==> config.mk <==
export PLATFORM = sky130hd
export DESIGN_NAME = gemv_engine
export DESIGN_NICKNAME = d
export VERILOG_FILES = /design/src/rtl/gemv_pkg.sv /design/src/rtl/gemv_lane.sv /design/src/rtl/gemv_engine.sv
export SDC_FILE = /design/constraint.sdc
export NUM_CORES = 2
export LEC_CHECK = 0
export CAP_MARGIN = 20
export CORE_MARGIN = 1
export CORE_UTILIZATION = 40
export DETAILED_ROUTE_END_ITERATION = 7
export PLACE_DENSITY = 0.67
export SLEW_MARGIN = 20
export SYNTH_ARGS = -nofsm -noshare
export SYNTH_HDL_FRONTEND = slang
export SYNTH_SLANG_ARGS = --single-unit
==> constraint.sdc <==
create_clock -name clk -period 11.05 [get_ports clk]
set_clock_uncertainty 0.1 [all_clocks]
set_input_delay 2.21 -clock clk [delete_from_list [all_inputs] [get_ports clk]]
set_output_delay 2.21 -clock clk [all_outputs]
set_load 0.01 [all_outputs]
==> src/rtl/gemv_pkg.sv <==
// Shared types and arithmetic helpers for the gemv_engine matrix-vector datapath.
// GEMV_SAT_EN selects saturating (defined) or wrapping (undefined) output quantisation.
package gemv_pkg;

  typedef enum logic [2:0] {
    IDLE  = 3'd0,
    RUN   = 3'd1,
    DRAIN = 3'd2,
    OUT   = 3'd3,
    DONE  = 3'd4
  } state_t;

  localparam int DEF_DATA_WIDTH = 8;
  localparam int PROD_WIDTH     = 2 * DEF_DATA_WIDTH;

  // Sign-extend the low pw bits of p to the full 64-bit container.
  function automatic logic signed [63:0] sext_prod(input logic signed [63:0] p, input int pw);
    return (p <<< (64 - pw)) >>> (64 - pw);
  endfunction

  // Arithmetic shift, then clamp to an ow-bit signed range when saturation is built in;
  // otherwise the caller's truncation to ow bits provides the wrap.
  function automatic logic signed [63:0] quant(input logic signed [63:0] a,
                                               input logic [4:0] sh, input int ow);
    logic signed [63:0] q;
    logic signed [63:0] hi;
    logic signed [63:0] lo;
    q  = a >>> sh;
    hi = (64'sd1 <<< (ow - 1)) - 64'sd1;
    lo = -hi - 64'sd1;
`ifdef GEMV_SAT_EN
    if (q > hi)      q = hi;
    else if (q < lo) q = lo;
`endif
    return q;
  endfunction

endpackage

==> src/rtl/gemv_lane.sv <==
// One accumulator lane of gemv_engine: signed MAC, wrapping accumulator and output quantiser.
// Quantiser behaviour follows GEMV_SAT_EN through gemv_pkg::quant.
module gemv_lane
  import gemv_pkg::*;
#(
  parameter int DATA_WIDTH        = 8,
  parameter int OUTCOME_WIDTH     = 32,
  parameter int OUTPUT_DATA_WIDTH = 16
) (
  input  logic                                clk,
  input  logic                                srst,
  input  logic                                clear,
  input  logic                                en,
  input  logic signed [DATA_WIDTH-1:0]        w,
  input  logic signed [DATA_WIDTH-1:0]        v,
  input  logic        [4:0]                   shift,
  output logic signed [OUTCOME_WIDTH-1:0]     acc,
  output logic signed [OUTPUT_DATA_WIDTH-1:0] q
);

  localparam int PW = 2 * DATA_WIDTH;

  logic signed [PW-1:0]            prod_p0;
  logic signed [OUTCOME_WIDTH-1:0] prod_ext_p0;

  assign prod_p0     = PW'(w) * PW'(v);
  assign prod_ext_p0 = OUTCOME_WIDTH'(sext_prod(64'($unsigned(prod_p0)), PW));

  // Stage boundary: accumulator register, wraps modulo 2^OUTCOME_WIDTH.
  always_ff @(posedge clk or posedge srst) begin
    if (srst)       acc <= '0;
    else if (clear) acc <= '0;
    else if (en)    acc <= acc + prod_ext_p0;
  end

  assign q = OUTPUT_DATA_WIDTH'(quant(64'(acc), shift, OUTPUT_DATA_WIDTH));

endmodule

==> src/rtl/gemv_engine.sv <==
// Outer-product matrix-vector engine: streams weight columns and vector elements, accumulates
// K_DEPTH columns per data set and emits quantised rows over valid/ready. Option: GEMV_SAT_EN.
module gemv_engine
  import gemv_pkg::*;
#(
  parameter int ARRAY_SIZE        = 8,
  parameter int DATA_WIDTH        = 8,
  parameter int K_DEPTH           = 8,
  parameter int DATA_SET          = 1,
  parameter int OUTCOME_WIDTH     = 32,
  parameter int OUTPUT_DATA_WIDTH = 16,
  parameter int W_ADDR_WIDTH      = 6,
  parameter int V_ADDR_WIDTH      = 5,
  parameter int OUT_ADDR_WIDTH    = 6
) (
  input  logic                                      clk,
  input  logic                                      srst,
  input  logic                                      start,
  input  logic [4:0]                                shift,
  output logic                                      busy,
  output logic                                      done,
  output logic [W_ADDR_WIDTH-1:0]                   sram_raddr_w,
  input  logic [ARRAY_SIZE*DATA_WIDTH-1:0]          sram_rdata_w,
  output logic [V_ADDR_WIDTH-1:0]                   sram_raddr_v,
  input  logic [DATA_WIDTH-1:0]                     sram_rdata_v,
  output logic                                      out_valid,
  input  logic                                      out_ready,
  output logic [ARRAY_SIZE*OUTPUT_DATA_WIDTH-1:0]   out_data,
  output logic [OUT_ADDR_WIDTH-1:0]                 out_addr,
  output logic [ARRAY_SIZE*OUTCOME_WIDTH-1:0]       mul_outcome
);

  localparam int KW = (K_DEPTH > 1) ? $clog2(K_DEPTH) : 1;

  state_t                    state_q, state_d;
  logic [KW-1:0]             k;
  logic [OUT_ADDR_WIDTH-1:0] s;
  logic [4:0]                shift_q;
  logic                      rd_valid;
  logic                      start_run, next_set;
  logic                      last_k, last_set;

  assign last_k   = (int'(k) == K_DEPTH - 1);
  assign last_set = (int'(s) == DATA_SET - 1);

  always_comb begin
    state_d   = state_q;
    start_run = 1'b0;
    next_set  = 1'b0;
    case (state_q)
      IDLE:  if (start) begin
               state_d   = RUN;
               start_run = 1'b1;
             end
      RUN:   if (last_k) state_d = DRAIN;
      DRAIN: state_d = OUT;
      OUT:   if (out_ready) begin
               if (last_set) state_d = DONE;
               else begin
                 state_d  = RUN;
                 next_set = 1'b1;
               end
             end
      DONE:  state_d = IDLE;
      default: state_d = IDLE;
    endcase
  end

  // Stage boundary: control registers; addresses present the column read in the current RUN cycle.
  always_ff @(posedge clk or posedge srst) begin
    if (srst) begin
      state_q      <= IDLE;
      k            <= '0;
      s            <= '0;
      shift_q      <= '0;
      rd_valid     <= 1'b0;
      sram_raddr_w <= '0;
      sram_raddr_v <= '0;
    end else begin
      state_q  <= state_d;
      rd_valid <= (state_q == RUN);
      if (start_run) begin
        s            <= '0;
        k            <= '0;
        shift_q      <= shift;
        sram_raddr_w <= '0;
        sram_raddr_v <= '0;
      end else if (next_set) begin
        s            <= s + 1'b1;
        k            <= '0;
        sram_raddr_w <= '0;
        sram_raddr_v <= V_ADDR_WIDTH'((int'(s) + 1) * K_DEPTH);
      end else if (state_q == RUN && !last_k) begin
        k            <= k + 1'b1;
        sram_raddr_w <= sram_raddr_w + 1'b1;
        sram_raddr_v <= sram_raddr_v + 1'b1;
      end
    end
  end

  assign busy      = (state_q != IDLE);
  assign done      = (state_q == DONE);
  assign out_valid = (state_q == OUT);
  assign out_addr  = s;

  for (genvar i = 0; i < ARRAY_SIZE; i++) begin : g_lane
    logic signed [OUTCOME_WIDTH-1:0]     acc_l;
    logic signed [OUTPUT_DATA_WIDTH-1:0] q_l;

    gemv_lane #(
      .DATA_WIDTH       (DATA_WIDTH),
      .OUTCOME_WIDTH    (OUTCOME_WIDTH),
      .OUTPUT_DATA_WIDTH(OUTPUT_DATA_WIDTH)
    ) u_lane (
      .clk  (clk),
      .srst (srst),
      .clear(start_run | next_set),
      .en   (rd_valid),
      .w    (sram_rdata_w[i*DATA_WIDTH +: DATA_WIDTH]),
      .v    (sram_rdata_v),
      .shift(shift_q),
      .acc  (acc_l),
      .q    (q_l)
    );

    assign mul_outcome[i*OUTCOME_WIDTH +: OUTCOME_WIDTH]         = acc_l;
    assign out_data[i*OUTPUT_DATA_WIDTH +: OUTPUT_DATA_WIDTH]    = q_l;
  end

endmodule
==> qor.csv <==
stage;metric;value;unit
status;run_status;complete, no violations;
synthesis;postSynth.topFlopCell;sky130_fd_sc_hd__dfrtp_1;
floorplan;chipWidth;402.3;um
sta;final_min_period_over_clock_period;77.90;%
placement;detailedPlacementHpwl;165400;um
sta;maxSlewViolCount;0;
cts;ctsResizeCount;0;
cts;hold_buffers;0;
worst_setup_path;worst-endpoint-arrival;8.99;ns
synthesis;synth_cells;6537;
hold_path;min-delay-path-class;flop to flop;
global_routing;grt_start_max_net_pins;139;
worst_setup_path;r2r_cells;21;
cts;cts.reportedPaths.clkPinSlew;0.05;ns
worst_setup_path;r2r-start;g_lane[1].u_lane.acc[4]$_DFFE_PP0P_;
cts;tritoncts_num_sinks;285;
floorplan;pin_count;485;
drt;dr.first_iter.drc_count;3759;
cts;post_cts.repair.setup_buffers;0;
synthesis;netlist_area;0.06408;mm2
synthesis;yosys_register_bits;285;
global_routing;grt_overflow_total;0;
drt;post-route-drc-count;0;
synthesis;synth_fp_nets;8272;
worst_setup_path;cp_data_required_time;11.43;ns
synthesis;synth_top_cell_area_share;33.99;%
synthesis;synthMostInstantiatedCell;sky130_fd_sc_hd__fa_1;
floorplan;placement_rows;146;
sta;fin_tns_setup;0;ns
global_routing;antenna_violations_before_repair;31;
hold_path;hold_start;state_q[2]$_DFFE_PP0P_;
drt;route.antenna.remaining_nets;0;
floorplan;initial_standard_cell_utilization_of_the_core;40.37;%
synthesis;synth-edff-count;0;
worst_setup_path;timing.reg2reg.setup_slack;5.02;ns
floorplan;placeableCoreArea;0.1587;mm2
cts;cts.root.buffer_cell;sky130_fd_sc_hd__clkbuf_16;
synthesis;yosys-top-cells-area;sky130_fd_sc_hd__fa_1 34%, sky130_fd_sc_hd__dfrtp_1 11%, sky130_fd_sc_hd__ha_1 11%;
cts;clock_insertion_delay_worst_skew;0.64;ns
synthesis;synth_sequential_area_ratio;11.13;%
synthesis;yosys.area.top_type;sky130_fd_sc_hd__fa_1;
drt;routed_wire_length_per_instance;23.31;um
sta;finalHoldViolCount;0;
sta;rsz_0062_raised_after_global_routing;false;
cts;cts_tree;done;
synthesis;syn_avg_cell_area;9.803;um2
hold_path;hold_path_depth;1;
synthesis;synth.lib_cells_used.distinct;91;
global_routing;first_global_vias;52430;
floorplan;dieHeight;402.3;um
sta;layout_min_cycle_time;8.608;ns
worst_setup_path;crit_type;input pin to flop;
sta;worst-slew-pin-transition;1.367;ns
worst_setup_path;setup.worst_path.end_class;flop;
drt;viasPerCell;5.627;
placement;place_congestion;0.9330;
cts;ctsHtreeMaxLevel;2;
cts;clk_path_buf_depth;3;
cts;cts_inserted_buffers;43;
sta;number_of_setup_violations_in_the_final_report;0;
sta;fin_worst_hold_slack;0.4303;ns
worst_setup_path;timing.rr.end;g_lane[1].u_lane.acc[28]$_DFFE_PP0P_;
worst_setup_path;crit_path_max_fanout;35;
placement;dpl_cell_area;0.07088;mm2
drt;drtPass1Iterations;5;
worst_setup_path;setup.worst_path.start_class;input pin;
global_routing;grt_first_pass_wirelength;324500;um
flow_run;max_cap_viol_count;0;
drt;count_of_vias_placed_by_the_detailed_router;50300;
placement;numPortBuffers;484;
synthesis;synth.cells.most_frequent;1088 x sky130_fd_sc_hd__fa_1, 776 x sky130_fd_sc_hd__inv_1, 566 x sky130_fd_sc_hd__ha_1, 505 x sky130_fd_sc_hd__nor2_1, 454 x sky130_fd_sc_hd__nand2_1;
floorplan;floorplan.die_area;0.1618;mm2
synthesis;synth.yosys.warnings;0;
finish;finalInstanceArea;0.07235;mm2
synthesis;postSynth.asyncResetShare;100.0;%
hold_path;whs_endpoint;state_q[0]$_DFFE_PP0P_;
sta;relative_max_transition_margin;8.867;%
finish;nets;8558;
sta;clock.fmax;116.2;MHz
finish;layout-drive-gt1-share;6.245;%
finish;syn_to_final_growth;12.90;%
global_routing;grt_use_total;26.18;%
drt;wl;208400;um
-- routing by layer --
layer,GRT usage [%],vias up,part of all wire [%]
li1,-,22410,-
met1,34.87,25850,42
met2,41.90,1680,46
met3,5.580,341,7.6
met4,9.509,18,4.0
met5,0,-,0.065
-- critical path, stage by stage --
cell                              delay, ns
sky130_fd_sc_hd__clkdlybuf4s50_1       0.50
sky130_fd_sc_hd__clkinv_2              0.53
sky130_fd_sc_hd__buf_12                0.42
sky130_fd_sc_hd__o21bai_1              0.20
sky130_fd_sc_hd__ha_1                  0.28
sky130_fd_sc_hd__inv_1                 0.08
sky130_fd_sc_hd__fa_1                  0.53
sky130_fd_sc_hd__inv_1                 0.54
sky130_fd_sc_hd__fa_1                  0.54
sky130_fd_sc_hd__fa_1                  0.44
sky130_fd_sc_hd__ha_1                  0.29
sky130_fd_sc_hd__ha_1                  0.34
sky130_fd_sc_hd__and4_1                0.27
sky130_fd_sc_hd__and2_1                0.17
sky130_fd_sc_hd__a31o_2                0.21
sky130_fd_sc_hd__a211oi_1              0.41
sky130_fd_sc_hd__o21ai_1               0.15
sky130_fd_sc_hd__nand3_1               0.19
sky130_fd_sc_hd__a311oi_1              0.16
sky130_fd_sc_hd__a31oi_1               0.23
sky130_fd_sc_hd__xor2_1                0.17
sky130_fd_sc_hd__o21ai_1               0.07
-- through the flow --
step / setup slack, ns / std cells / utilization (%)
floorplan: 0.8761 / 6537 / -
global placement: 1.935 / 8849 / 44.65
detailed placement: 1.863 / 8850 / 44.65
CTS: 2.524 / 8926 / 45.55
global route: 2.063 / 8938 / 45.57
finish: 2.442 / 8939 / 45.57
-- worst max path at each step --
stage | startpoint | to | slack [ns] | cells after the start
6_report | sram_rdata_v[7] | g_lane[0].u_lane.acc[30]$_DFFE_PP0P_ | 2.44 | 22
4_1_cts | sram_rdata_v[7] | g_lane[0].u_lane.acc[30]$_DFFE_PP0P_ | 2.52 | 22
2_1_floorplan | srst | g_lane[0].u_lane.acc[0]$_DFFE_PP0P_ | 0.88 | 1
5_1_grt | sram_rdata_v[7] | g_lane[0].u_lane.acc[30]$_DFFE_PP0P_ | 2.06 | 22
3_5_place_dp | sram_rdata_v[7] | g_lane[0].u_lane.acc[30]$_DFFE_PP0P_ | 1.86 | 22
3_3_place_gp | sram_rdata_v[0] | g_lane[5].u_lane.acc[30]$_DFFE_PP0P_ | 1.94 | 21
-- sequential cells by signal (all words and copies together), names as in the netlist --
name               flops
out_addr               6
g_lane.u_lane.acc    256
state_q                3
shift_q                5
sram_raddr_v           5
rd_valid               1
sram_raddr_w           6
k                      3
-- layout make-up --
class / instances / area, um2
antenna: 13 / 32.53
fill: 15030 / 86400
inverter: 779 / 2940
sequential: 285 / 7154
tap: 2072 / 2592
timing repair buffer: 549 / 5340
clock inverter: 23 / 280.3
clock buffer: 53 / 1154
multi-input combinational: 5165 / 52850
-- cell usage in the layout (no fill, tap or decap), drive strengths merged, types with 88 or more instances in the layout --
master / netlist / final
dfrtp: 285 / 285
inv: 777 / 779
and2: 286 / 286
mux4: 112 / 112
ha: 566 / 566
xnor2: 171 / 171
clkdlybuf4s50: 0 / 477
mux2: 110 / 110
a21oi: 396 / 396
nand2: 454 / 454
o21ai: 285 / 285
mux2i: 386 / 386
a21o: 101 / 101
fa: 1088 / 1088
o211ai: 88 / 88
nor2: 506 / 506
-- cells by family (layout without fill, tap and decap cells) --
group                      after synthesis  after routing  share of synthesized area, %
and+or+nand+nor                       1514           1514                         10.95
AOI/OAI and AO/OA                     1143           1143                         11.14
DFF                                    285            285                         11.13
xor gates and xnor gates               246            246                         3.362
buffers and inverters                 1087           1404                         6.471
muxes                                  608            608                         11.90
adders and majority gates             1654           1654                         45.04
other                                    0             13                             0
Power is left out: the tool's default activity adds up to more than one toggle a clock period on the data nets, which glitch-free logic cannot reach.
